===== src/rtl/frame_wr_ctrl_pkg.sv =====
// Shared definitions for the matrix-transpose frame buffer controllers.
// Holds the default frame geometry and the write-controller state type.
package matrix_pkg;

    localparam int DEF_ROW     = 64;
    localparam int DEF_CLO     = 2400;
    localparam int FRAME_WORDS = DEF_ROW * DEF_CLO;

    typedef enum logic [1:0] {
        IDLE,
        WRITE,
        KICK,
        WAIT_RD
    } wr_state_e;

endpackage


===== src/rtl/frame_wr_ctrl_if.sv =====
// Row-major pixel stream into the frame write controller (valid/ready
// handshake with a start-of-frame marker).
interface frame_wr_ctrl_if #(
    parameter int DATA_WIDTH = 32
) ();

    logic                  s_valid;
    logic                  s_ready;
    logic [DATA_WIDTH-1:0] s_data;
    logic                  s_sof;

    modport master (output s_valid, output s_data, output s_sof, input s_ready);
    modport slave  (input s_valid, input s_data, input s_sof, output s_ready);

endinterface


===== src/rtl/frame_wr_ctrl.sv =====
// Frame write controller: writes one ROW*CLO frame into the transpose RAM at
// sequential addresses, kicks the column reader, then holds off the stream
// until the reader reports it has drained the frame.
// Optional feature macro: FRAME_WR_CTRL_ERR_CNT_EN adds a saturating
// 16-bit framing-error counter on port err_cnt.
module frame_wr_ctrl
    import matrix_pkg::*;
#(
    parameter int ADDR_WIDTH = 18,
    parameter int DATA_WIDTH = 32,
    parameter int ROW        = DEF_ROW,
    parameter int CLO        = DEF_CLO
) (
    input  logic                  clk,
    input  logic                  rst_n,
    frame_wr_ctrl_if.slave        s,
    output logic                  wr_en,
    output logic [ADDR_WIDTH-1:0] wr_addr,
    output logic [DATA_WIDTH-1:0] wr_data,
    output logic                  rd_command,
    input  logic                  rd_finish,
    output logic                  frame_err,
    output logic                  busy
`ifdef FRAME_WR_CTRL_ERR_CNT_EN
    ,
    output logic [15:0]           err_cnt
`endif
);

    localparam logic [ADDR_WIDTH-1:0] LAST_ADDR = ADDR_WIDTH'(ROW * CLO - 1);

    wr_state_e             state, state_d;
    logic [ADDR_WIDTH-1:0] cnt, cnt_d;
    logic [ADDR_WIDTH-1:0] addr_d;
    logic                  ready_q;
    logic                  accept;
    logic                  wr_en_d;
    logic                  err_d;

    assign accept    = s.s_valid && ready_q;
    assign s.s_ready = ready_q;
    assign busy      = (state != IDLE);

    // Next state, next write address counter and next registered outputs.
    always_comb begin
        state_d = state;
        cnt_d   = cnt;
        addr_d  = '0;
        wr_en_d = 1'b0;
        err_d   = 1'b0;
        case (state)
            IDLE, WRITE: begin
                if (accept) begin
                    if (s.s_sof) begin
                        // SOF always restarts at address 0; in WRITE it is a resync.
                        wr_en_d = 1'b1;
                        addr_d  = '0;
                        err_d   = (state == WRITE);
                        if (LAST_ADDR == '0) begin
                            state_d = KICK;
                        end else begin
                            state_d = WRITE;
                            cnt_d   = ADDR_WIDTH'(1);
                        end
                    end else if (state == IDLE) begin
                        err_d = 1'b1;
                    end else begin
                        wr_en_d = 1'b1;
                        addr_d  = cnt;
                        if (cnt == LAST_ADDR) begin
                            state_d = KICK;
                        end else begin
                            cnt_d = cnt + 1'b1;
                        end
                    end
                end
            end
            KICK: begin
                state_d = WAIT_RD;
            end
            WAIT_RD: begin
                if (rd_finish) begin
                    state_d = IDLE;
                end
            end
            default: begin
                state_d = IDLE;
            end
        endcase
        if (state_d == IDLE) begin
            cnt_d = '0;
        end
    end

    // State and address counter registers.
    always_ff @(posedge clk or negedge rst_n) begin
        if (!rst_n) begin
            state <= IDLE;
            cnt   <= '0;
        end else begin
            state <= state_d;
            cnt   <= cnt_d;
        end
    end

    // Registered handshake, RAM write port and event pulses.
    always_ff @(posedge clk or negedge rst_n) begin
        if (!rst_n) begin
            ready_q    <= 1'b0;
            wr_en      <= 1'b0;
            wr_addr    <= '0;
            wr_data    <= '0;
            frame_err  <= 1'b0;
            rd_command <= 1'b0;
        end else begin
            ready_q    <= (state_d == IDLE) || (state_d == WRITE);
            wr_en      <= wr_en_d;
            frame_err  <= err_d;
            rd_command <= (state == KICK);
            if (wr_en_d) begin
                wr_addr <= addr_d;
                wr_data <= s.s_data;
            end
        end
    end

`ifdef FRAME_WR_CTRL_ERR_CNT_EN
    // Saturating count of framing-error pulses, cleared only by reset.
    always_ff @(posedge clk or negedge rst_n) begin
        if (!rst_n) begin
            err_cnt <= '0;
        end else if (frame_err && (err_cnt != '1)) begin
            err_cnt <= err_cnt + 16'd1;
        end
    end
`endif

endmodule

===== src/flat_wrapper.sv =====
// flat-port wrapper written by rule: the top's interface ports become plain ports
module frame_wr_ctrl_flat import matrix_pkg::*;
#(
    parameter int ADDR_WIDTH = 18,
    parameter int DATA_WIDTH = 32,
    parameter int ROW        = DEF_ROW,
    parameter int CLO        = DEF_CLO
)
  (clk, rst_n, wr_en, wr_addr, wr_data, rd_command, rd_finish, frame_err, busy, s_s_valid, s_s_data, s_s_sof, s_s_ready);
  frame_wr_ctrl_if #(.DATA_WIDTH(DATA_WIDTH)) s_i ();
  input  logic clk;
  input  logic rst_n;
  output logic wr_en;
  output logic [ADDR_WIDTH-1:0] wr_addr;
  output logic [DATA_WIDTH-1:0] wr_data;
  output logic rd_command;
  input  logic rd_finish;
  output logic frame_err;
  output logic busy;
  input wire logic [$bits(s_i.s_valid)-1:0] s_s_valid;
  input wire logic [$bits(s_i.s_data)-1:0] s_s_data;
  input wire logic [$bits(s_i.s_sof)-1:0] s_s_sof;
  output wire logic [$bits(s_i.s_ready)-1:0] s_s_ready;
  assign s_i.s_valid = s_s_valid;
  assign s_i.s_data = s_s_data;
  assign s_i.s_sof = s_s_sof;
  assign s_s_ready = s_i.s_ready;
  frame_wr_ctrl #(.ADDR_WIDTH(ADDR_WIDTH), .DATA_WIDTH(DATA_WIDTH), .ROW(ROW), .CLO(CLO)) u_core (.clk(clk), .rst_n(rst_n), .s(s_i), .wr_en(wr_en), .wr_addr(wr_addr), .wr_data(wr_data), .rd_command(rd_command), .rd_finish(rd_finish), .frame_err(frame_err), .busy(busy));
endmodule

===== config.mk =====
export PLATFORM = sky130hd
export DESIGN_NAME = frame_wr_ctrl_flat
export DESIGN_NICKNAME = d
export VERILOG_FILES = /design/src/rtl/frame_wr_ctrl_pkg.sv /design/src/rtl/frame_wr_ctrl_if.sv /design/src/rtl/frame_wr_ctrl.sv /design/src/flat_wrapper.sv
export SDC_FILE = /design/constraint.sdc
export NUM_CORES = 1
export LEC_CHECK = 0
export CAP_MARGIN = 10
export CORE_ASPECT_RATIO = 0.8
export CORE_MARGIN = 1.5
export CORE_UTILIZATION = 43
export DETAILED_ROUTE_END_ITERATION = 8
export PLACE_DENSITY_LB_ADDON = 0.1
export SYNTH_ARGS = -nofsm -noshare
export SYNTH_HDL_FRONTEND = slang
export SYNTH_SLANG_ARGS = --single-unit

===== constraint.sdc =====
create_clock -name clk -period 1.65 [get_ports clk]
set_input_delay 0.33 -clock clk [delete_from_list [all_inputs] [get_ports clk]]
set_output_delay 0.33 -clock clk [all_outputs]
set_load 0.005 [all_outputs]

Word-level counts from Yosys, hierarchy flattened:

Cells that the tools add are included.

* add/sub/neg operators: 1
* equality and inequality tests: 7
* mux-type cells: 24
* reduce and logical (&&, ||, !) cells: 9

Operators by type and width (count)
* 18-bit 2-to-1 mux: 10
* 18-bit by 1-bit adder with 18-bit output, second input constant: 1
* 18-bit == test, second input constant: 1
* 2-bit 2-to-1 mux: 5
* 1-bit 2-to-1 mux: 8
* 3-bit != test, second input constant: 2
* 2-bit case mux with 3 select lines: 1
* 2-bit nonzero test: 3
* 2-bit by 1-bit == test with 1-bit output, second input constant: 2
* 2-bit == test, second input constant: 2
* 2-bit zero test: 2
* 4-bit AND reduction: 1
* 2-bit OR reduction: 1
* 1-bit logical AND: 1
* 1-bit logical OR: 1

* register bits after elaboration: 74
* input port bits: 37
* word-level logic and storage cells: 49

Depth between registers and ports, before layout:

Gate-level depths: netlist (run 1).

* depth in word-level cells: 9
* mapped depth: 8

Worst setup path before layout (run 1):

OpenSTA, ideal clock, no wires.

* path type: register to register
* from: register u_core.cnt[0]
* to: register u_core.cnt[2]
* setup time: 0.126 ns
* arrival time: 1.661 ns
* data required time: 1.524 ns
* slack: -0.137 ns
* stages on the path, launching flop included: 8
* cells stage by stage: dfrtp_1 > ha_1 > nand4_4 > or2_4 > o211ai_2 > and2_1 > buf_4 > a221o_1

* word-level cells in the longest chain between the ends: 9
* elaborated cells on any way between the ends: 19

RTL lines
* start, declared: line frame_wr_ctrl.sv:33 `logic [ADDR_WIDTH-1:0] cnt, cnt_d;`
* start signal, assigned: line frame_wr_ctrl.sv:102 `cnt <= cnt_d;`
* 18-bit == test: line frame_wr_ctrl.sv:70 `if (cnt == LAST_ADDR) begin`
* 2-bit 2-to-1 mux: line frame_wr_ctrl.sv:70
* 2-bit 2-to-1 mux: line frame_wr_ctrl.sv:65 `end else if (state == IDLE) begin`
* 2-bit 2-to-1 mux: line frame_wr_ctrl.sv:54 `if (s.s_sof) begin`
* 2-bit 2-to-1 mux: line frame_wr_ctrl.sv:53 `if (accept) begin`
* 2-bit case mux with 3 select lines: line frame_wr_ctrl.sv:51 `case (state)`
* 2-bit zero test: line frame_wr_ctrl.sv:90 `if (state_d == IDLE) begin`
* 3-bit != test (no source line) or 2-bit nonzero test (tied branches)
* 4-bit AND reduction (no source line)

Parallel ways exist; a longest one is shown, timed or not. The select of a mux whose other input is x is not followed.
A chain may end at the register's enable or synchronous reset.

Worst setup path after layout (run 1):

* from: register u_core.cnt[11]
* to: register u_core.cnt[12]

Same word-level chain as after synthesis.

==> metrics, run 1 <==
status finished with violations; violated checks setup timing; Max-Cap Viols 0; WP data arrival 1.97 ns; Placer Congestion 0.927; DRT Pass-1 Iters 4; Final TNS setup -0.426 ns; Post-DP HPWL 6.03 mm; final worst-path cycle share 1.05; RSZ-0062 raised after global routing yes; Max VDD drop 0.000573 V; FF-to-FF Start u_core.cnt[11]$_DFFE_PN0P_; first-pass GRT wire length 14.1 mm; fmax 579 MHz; antenna cells 0; asr flop ratio synth 1.00; Post-Syn Nets 364; DR vias/cell 5.23; Tmin final 1.73 ns; crit-path max FO 5; storage element area 0.00185 mm^2; kind of critical path reg -> reg; share of layout cells above drive strength 1 0.261; Final Hold Vio Count 0; Netlist cell types 50; routed len/inst 15.7 um; crit path capture type flip-flop; core area 0.00736 mm^2; placed cell count 547; IO Port Bufs 91; I/O pins 92; r2r endpoint u_core.cnt[12]$_DFFE_PN0P_; Detailed Route Iter0 Violations 124; fillers 527; XOR/XNOR Fraction of Synth Area 0.0135; Cells after Synth 326; Root Buffer clkbuf_8; Die Area 0.00805 mm^2; final net count 524; Slew HR 0.743; pwr dens 817 mW/mm^2; total power 4.32 mW; clk slew on worst S/H paths 0.08 ns; Finished Core Util 0.719; Setup violations, final 11; startpoint types flip-flop; Synth warnings 0; post-route insts no fill 581; vias 3037; Clock Latency Late Sink 0.36 ns; TritonCTS clock tree built; area of the multi-input gates 0.00150 mm^2; area delta synth->final 63.6%; Worst Setup Slack, final -0.0757 ns; total grt overflow 0; Rows 28; syn avg cell area 9.92 um^2; Critical Path Source u_core.cnt[11]$_DFFE_PN0P_; DIE HEIGHT 80.6 um; Max clock buf depth 2; Worst Hold Class in -> async; Initial Utilization 0.440; Crit path required time 1.90 ns; die width 100 um; Place WS -0.376 ns; ys flop type dfrtp_1; R2R cell count 6; EDFF count, synth 0; Static Leak 2.56 nW; clk_skew 0.00338 ns; register area share after synthesis 0.573; Slew @ Worst Pin 0.383 ns; combinational family with the most area after synthesis simple AND/OR/NAND/NOR gates; # H-tree levels 3; drc violations 0; Worst R2R Setup Slack -0.08 ns; WL final 9.12 mm; number of global-route vias before repair 2841; post-synthesis mux area share 0.00309; Final ANT Viol Nets 0; clock sinks 74; GRT Util Overall 0.231; initial antenna violation count 0; cts bufs inserted 9; largest net degree at the start of global routing 53; Seq cells post-synth 74; complex-gate fraction of the synthesized area 0.129; Synth Area in Simple Gates 0.245; Slew Viols, Final 0; Post-Synth Adder-Cell Area 0.00387; Post-Syn Area 0.00323 mm^2
## state kept, by name (all words and copies together) (netlist names)
| register | cells |
|---|---|
| u_core.cnt | 18 |
| u_core.frame_err | 1 |
| u_core.rd_command | 1 |
| u_core.s.s_ready | 1 |
| u_core.state | 2 |
| u_core.wr_addr | 18 |
| u_core.wr_data | 32 |
| u_core.wr_en | 1 |
## layer usage
| metal | routed length, um | track usage | share of wire |
|---|---|---|---|
| met1 | 4000 | 0.310 | 0.44 |
| met2 | 4370 | 0.363 | 0.48 |
| met3 | 602 | 0.0583 | 0.066 |
| met4 | 151 | 0.0859 | 0.017 |
| met5 | 0 | 0 | 0 |
## cell usage in the layout (no fill, tap or decap), drive strengths merged, types with 10 or more instances in the layout
master	synthesis	final
nor2	13	13
a22o	20	20
nand2	109	109
o21ai	11	11
buf	7	73
clkdlybuf4s50	0	88
clkbuf	9	10
dfrtp	74	74
nand3	11	11
## timing repair
action,CTS,global route
cloned,0,1
resized for setup,38,20
hold buffers,1,0
setup buffers,12,4
setup endpoints to repair,18,25
endpoints found under the hold margin,22,0
pin swaps,15,15
## where the power goes
group | leakage, nW | switching [mW] | internal, mW
sequential | 0.955 | 0.0572 | 1.91
clock | 0.113 | 0.707 | 1.01
combinational | 1.49 | 0.267 | 0.375
## critical path, cell delays in order (launching register included)
cell and delay, ns:
dfrtp_1 0.40, and4bb_2 0.37, and3_4 0.23, a21oi_4 0.08
buf_6 0.14, and3_4 0.14, a211o_1 0.25
## synth_stat cells (all sizes together) (2+ instances only)
master	instances	area (um^2)
nand2	109	409
dfrtp	74	1850
a22o	20	175
nor2	13	51.3
nand3	11	55.1
o21ai	11	55.1
clkbuf	9	33.8
a21oi	7	46.3
buf	7	48.8
nor3	7	40.0
inv	6	22.5
and3	5	31.3
and2	4	25.0
nand4	4	46.3
nor2b	3	18.8
o211a	3	30.0
or3	3	18.8
xnor2	3	26.3
a221o	2	20.0
a32oi	2	17.5
nand2b	2	20.0
nor3b	2	20.0
nor4	2	12.5
or2	2	15.0
xor2	2	17.5
## logic make-up after synthesis
family | Yosys count
AND/OR/NAND/NOR | 170
XOR/XNOR | 5
multiplexers | 1
AO/OA/AOI/OAI | 53
buffers and inverters | 22
adder cells (fa/ha/maj) | 1
flip-flops | 74
## area by class of cell
class | instances | share of cell area
well taps | 90 | 0.0213
multi-input cells | 231 | 0.283
inverters | 6 | 0.00426
clock inverters | 6 | 0.0215
flip-flops and latches | 74 | 0.351
repair buffers | 164 | 0.295
clock buffers | 10 | 0.0241
## per-stage QoR
| step | hold WS [ns] | area [um^2] |
|---|---|---|
| after detailed placement | 0.246 | 4650 |
| after floorplan | 0.0344 | 3250 |
| after global placement | 0.250 | 4650 |
| after CTS | 0.400 | 5170 |
| final | 0.405 | 5290 |
| after global routing | 0.442 | 5290 |
## worst max-delay path by stage
stage	to	slack (ns)
floorplan	u_core.cnt[3]$_DFFE_PN0P_	-0.02
global placement	u_core.cnt[12]$_DFFE_PN0P_	-0.35
detailed placement	u_core.cnt[12]$_DFFE_PN0P_	-0.38
CTS	u_core.cnt[3]$_DFFE_PN0P_	-0.05
global route	u_core.cnt[3]$_DFFE_PN0P_	-0.12
finish	u_core.cnt[12]$_DFFE_PN0P_	-0.08
(Power assumes the default switching activity.)
==> run 2: changes to the inputs <==
CELL_PAD_IN_SITES_DETAIL_PLACEMENT = 1   (was default)
CELL_PAD_IN_SITES_GLOBAL_PLACEMENT = 1   (was default)
CORE_UTILIZATION = 32   (was 43)
SKIP_CTS_REPAIR_TIMING = 1   (was default)
==> run 2 against run 1 <==
Compared with the run above:
- the run still ends with setup timing left
- clock skew rose by 0.0054 ns
- routed wire length grew 13%
- global-route usage shrank 3.5 points
- critical path depth rose by 1
==> metrics, run 2 (same netlist as run 1, synthesis figures left out) <==
Worst R2R Setup Slack -0.12 ns (was -0.08 ns); area delta synth->final 65.1% (was 63.6%); critical path, cell by cell buf_4, nand3_2, or3_4, a311oi_2, buf_4, a32oi_1, o21ai_1 (was and4bb_2, and3_4, a21oi_4, buf_6, and3_4, a211o_1); WP data arrival 2.03 ns (was 1.97 ns); Largest regs u_core.wr_data (32), u_core.cnt (18), u_core.wr_addr (18) (unchanged); Max-Cap Viols 0 (unchanged); largest net degree at the start of global routing 39 (was 53); Post-DP HPWL 7.12 mm (was 6.03 mm); number of global-route vias before repair 3147 (was 2841); IO Port Bufs 91 (unchanged); core area 0.00973 mm^2 (was 0.00736 mm^2); Slew Viols, Final 0 (unchanged); DRT Pass-1 Iters 4 (unchanged); Initial Utilization 0.332 (was 0.440); placed inst area 0.00478 mm^2 (was 0.00465 mm^2); Root Buffer clkbuf_16 (was clkbuf_8); storage element area 0.00185 mm^2 (unchanged); FF-to-FF Start u_core.cnt[0]$_DFFE_PN0P_ (was u_core.cnt[11]$_DFFE_PN0P_); WL final 10.3 mm (was 9.12 mm); area of the multi-input gates 0.00149 mm^2 (was 0.00150 mm^2); routed len/inst 16.5 um (was 15.7 um); Critical Path Most Common Cell buf_4 (was and3_4); TritonCTS clock tree built (unchanged); fmax 566 MHz (was 579 MHz); initial antenna violation count 0 (unchanged); Tmin final 1.77 ns (was 1.73 ns); Worst Hold Class in -> async (unchanged); Slew @ Worst Pin 0.480 ns (was 0.383 ns); crit-path max FO 4 (was 5); Max clock buf depth 2 (unchanged); clock sinks 74 (unchanged); worst stage delay on the critical path 0.40 ns (about the same); Worst Setup Slack, final -0.115 ns (was -0.0757 ns); design area 0.00534 mm^2 (was 0.00529 mm^2); most frequent cells in the layout 107 x nand2_1, 89 x clkdlybuf4s50_1, 72 x dfrtp_1, 59 x buf_4, 20 x a22o_1 (was 109 x nand2_1, 88 x clkdlybuf4s50_1, 72 x dfrtp_1, 53 x buf_4, 20 x a22o_1); most common cell after layout, fill and taps aside nand2_1 (unchanged); Placer Congestion 0.829 (was 0.927); startpoint types flip-flop (unchanged); cts bufs inserted 9 (unchanged); status finished with violations (unchanged); Final ANT Viol Nets 0 (unchanged); violated checks setup timing (unchanged); kind of critical path reg -> reg (unchanged); share of layout cells above drive strength 1 0.262 (was 0.261); total power 4.53 mW (was 4.32 mW); Die Area 0.0107 mm^2 (was 0.00805 mm^2); Static Leak 2.57 nW (was 2.56 nW); # H-tree levels 3 (unchanged); final net count 522 (was 524); largest register by flop count u_core.wr_data (unchanged); die width 115 um (was 100 um); fillers 1082 (was 527); DR vias/cell 4.77 (was 5.23); I/O pins 92 (unchanged); GRT Util Overall 0.196 (was 0.231); clk_skew 0.00876 ns (was 0.00338 ns); final worst-path cycle share 1.07 (was 1.05); Critical Path Source u_core.cnt[0]$_DFFE_PN0P_ (was u_core.cnt[11]$_DFFE_PN0P_); drc violations 0 (unchanged); antenna cells 0 (unchanged); flip-flop count of the largest register after layout 32 (unchanged); crit path capture type flip-flop (unchanged); Max VDD drop 0.000572 V (was 0.000573 V); first-pass GRT wire length 16.1 mm (was 14.1 mm); Slew HR 0.676 (was 0.743); vias 2982 (was 3037); Detailed Route Iter0 Violations 79 (was 124); slowest library cell on the worst path dfrtp_1 (unchanged); clk slew on worst S/H paths 0.07 ns (was 0.08 ns); pwr dens 848 mW/mm^2 (was 817 mW/mm^2); total grt overflow 0 (unchanged); RSZ-0062 raised after global routing yes (unchanged); Crit path required time 1.91 ns (was 1.90 ns); Rows 32 (was 28); Clock Latency Late Sink 0.34 ns (was 0.36 ns); DIE HEIGHT 92.9 um (was 80.6 um); Setup violations, final 12 (was 11); Final Hold Vio Count 0 (unchanged)
[run 2: cell types whose count changed in the layout (fill, tap and decap cells not counted), moves of 3 or more]
cell       change
bufinv_16      -3
buf_6          -8
buf_4          +6
clkbuf_16      +9
clkbuf_8       -6
[run 2: critical path: cells and delay by family (launching register included)]
family / cells / cell delay, ns
and+or+nand+nor: 2 / 0.52
buffers and inverters: 2 / 0.33
AOI/OAI and AO/OA: 3 / 0.43
DFF: 1 / 0.40
[run 2: final cells by class]
cell class              count  share of cell area
clock buffers              12              0.0499
clock inverters             4             0.00468
inverters                   6             0.00422
multi-input cells         231               0.279
flip-flops and latches     74               0.347
well taps                 136              0.0319
repair buffers            162               0.283
[run 2: worst paths after layout]
kind	endpoint	cells past startpoint
min in group clk	u_core.wr_data[30]$_DFFE_PN0P_	2
worst max-delay path	u_core.cnt[13]$_DFFE_PN0P_	7
worst min-delay path	u_core.cnt[4]$_DFFE_PN0P_	2
worst min register to register	u_core.wr_data[30]$_DFFE_PN0P_	2
worst max register to register	u_core.cnt[13]$_DFFE_PN0P_	7
max in group asynchronous	u_core.state[0]$_DFF_PN0_	3
[run 2: where the power goes]
group	switching, mW	internal, mW
clock network	0.780	1.14
logic	0.278	0.368
registers	0.0545	1.91
total	1.11	3.42
[run 2: per-stage QoR]
| step | util | worst slack (ns) | TNS, ns | instances | hold slack, ns |
|---|---|---|---|---|---|
| finish | 0.549 | -0.115 | -0.506 | 625 | 0.430 |
| global route | 0.549 | -0.177 | -1.43 | 625 | 0.455 |
| CTS | 0.521 | -0.316 | -2.06 | 617 | -0.121 |
| detailed placement | 0.491 | -0.435 | -16.98 | 601 | 0.247 |
| global placement | 0.491 | -0.362 | -13.47 | 601 | 0.246 |
| floorplan | - | -0.0183 | -0.0428 | 326 | 0.0344 |
[run 2: per-layer routing]
metal	share of wire	wire, um	track usage
met1	0.46	4740	0.262
met2	0.49	5060	0.310
met5	0	0	0
met4	0.010	104	0.0556
met3	0.040	408	0.0537
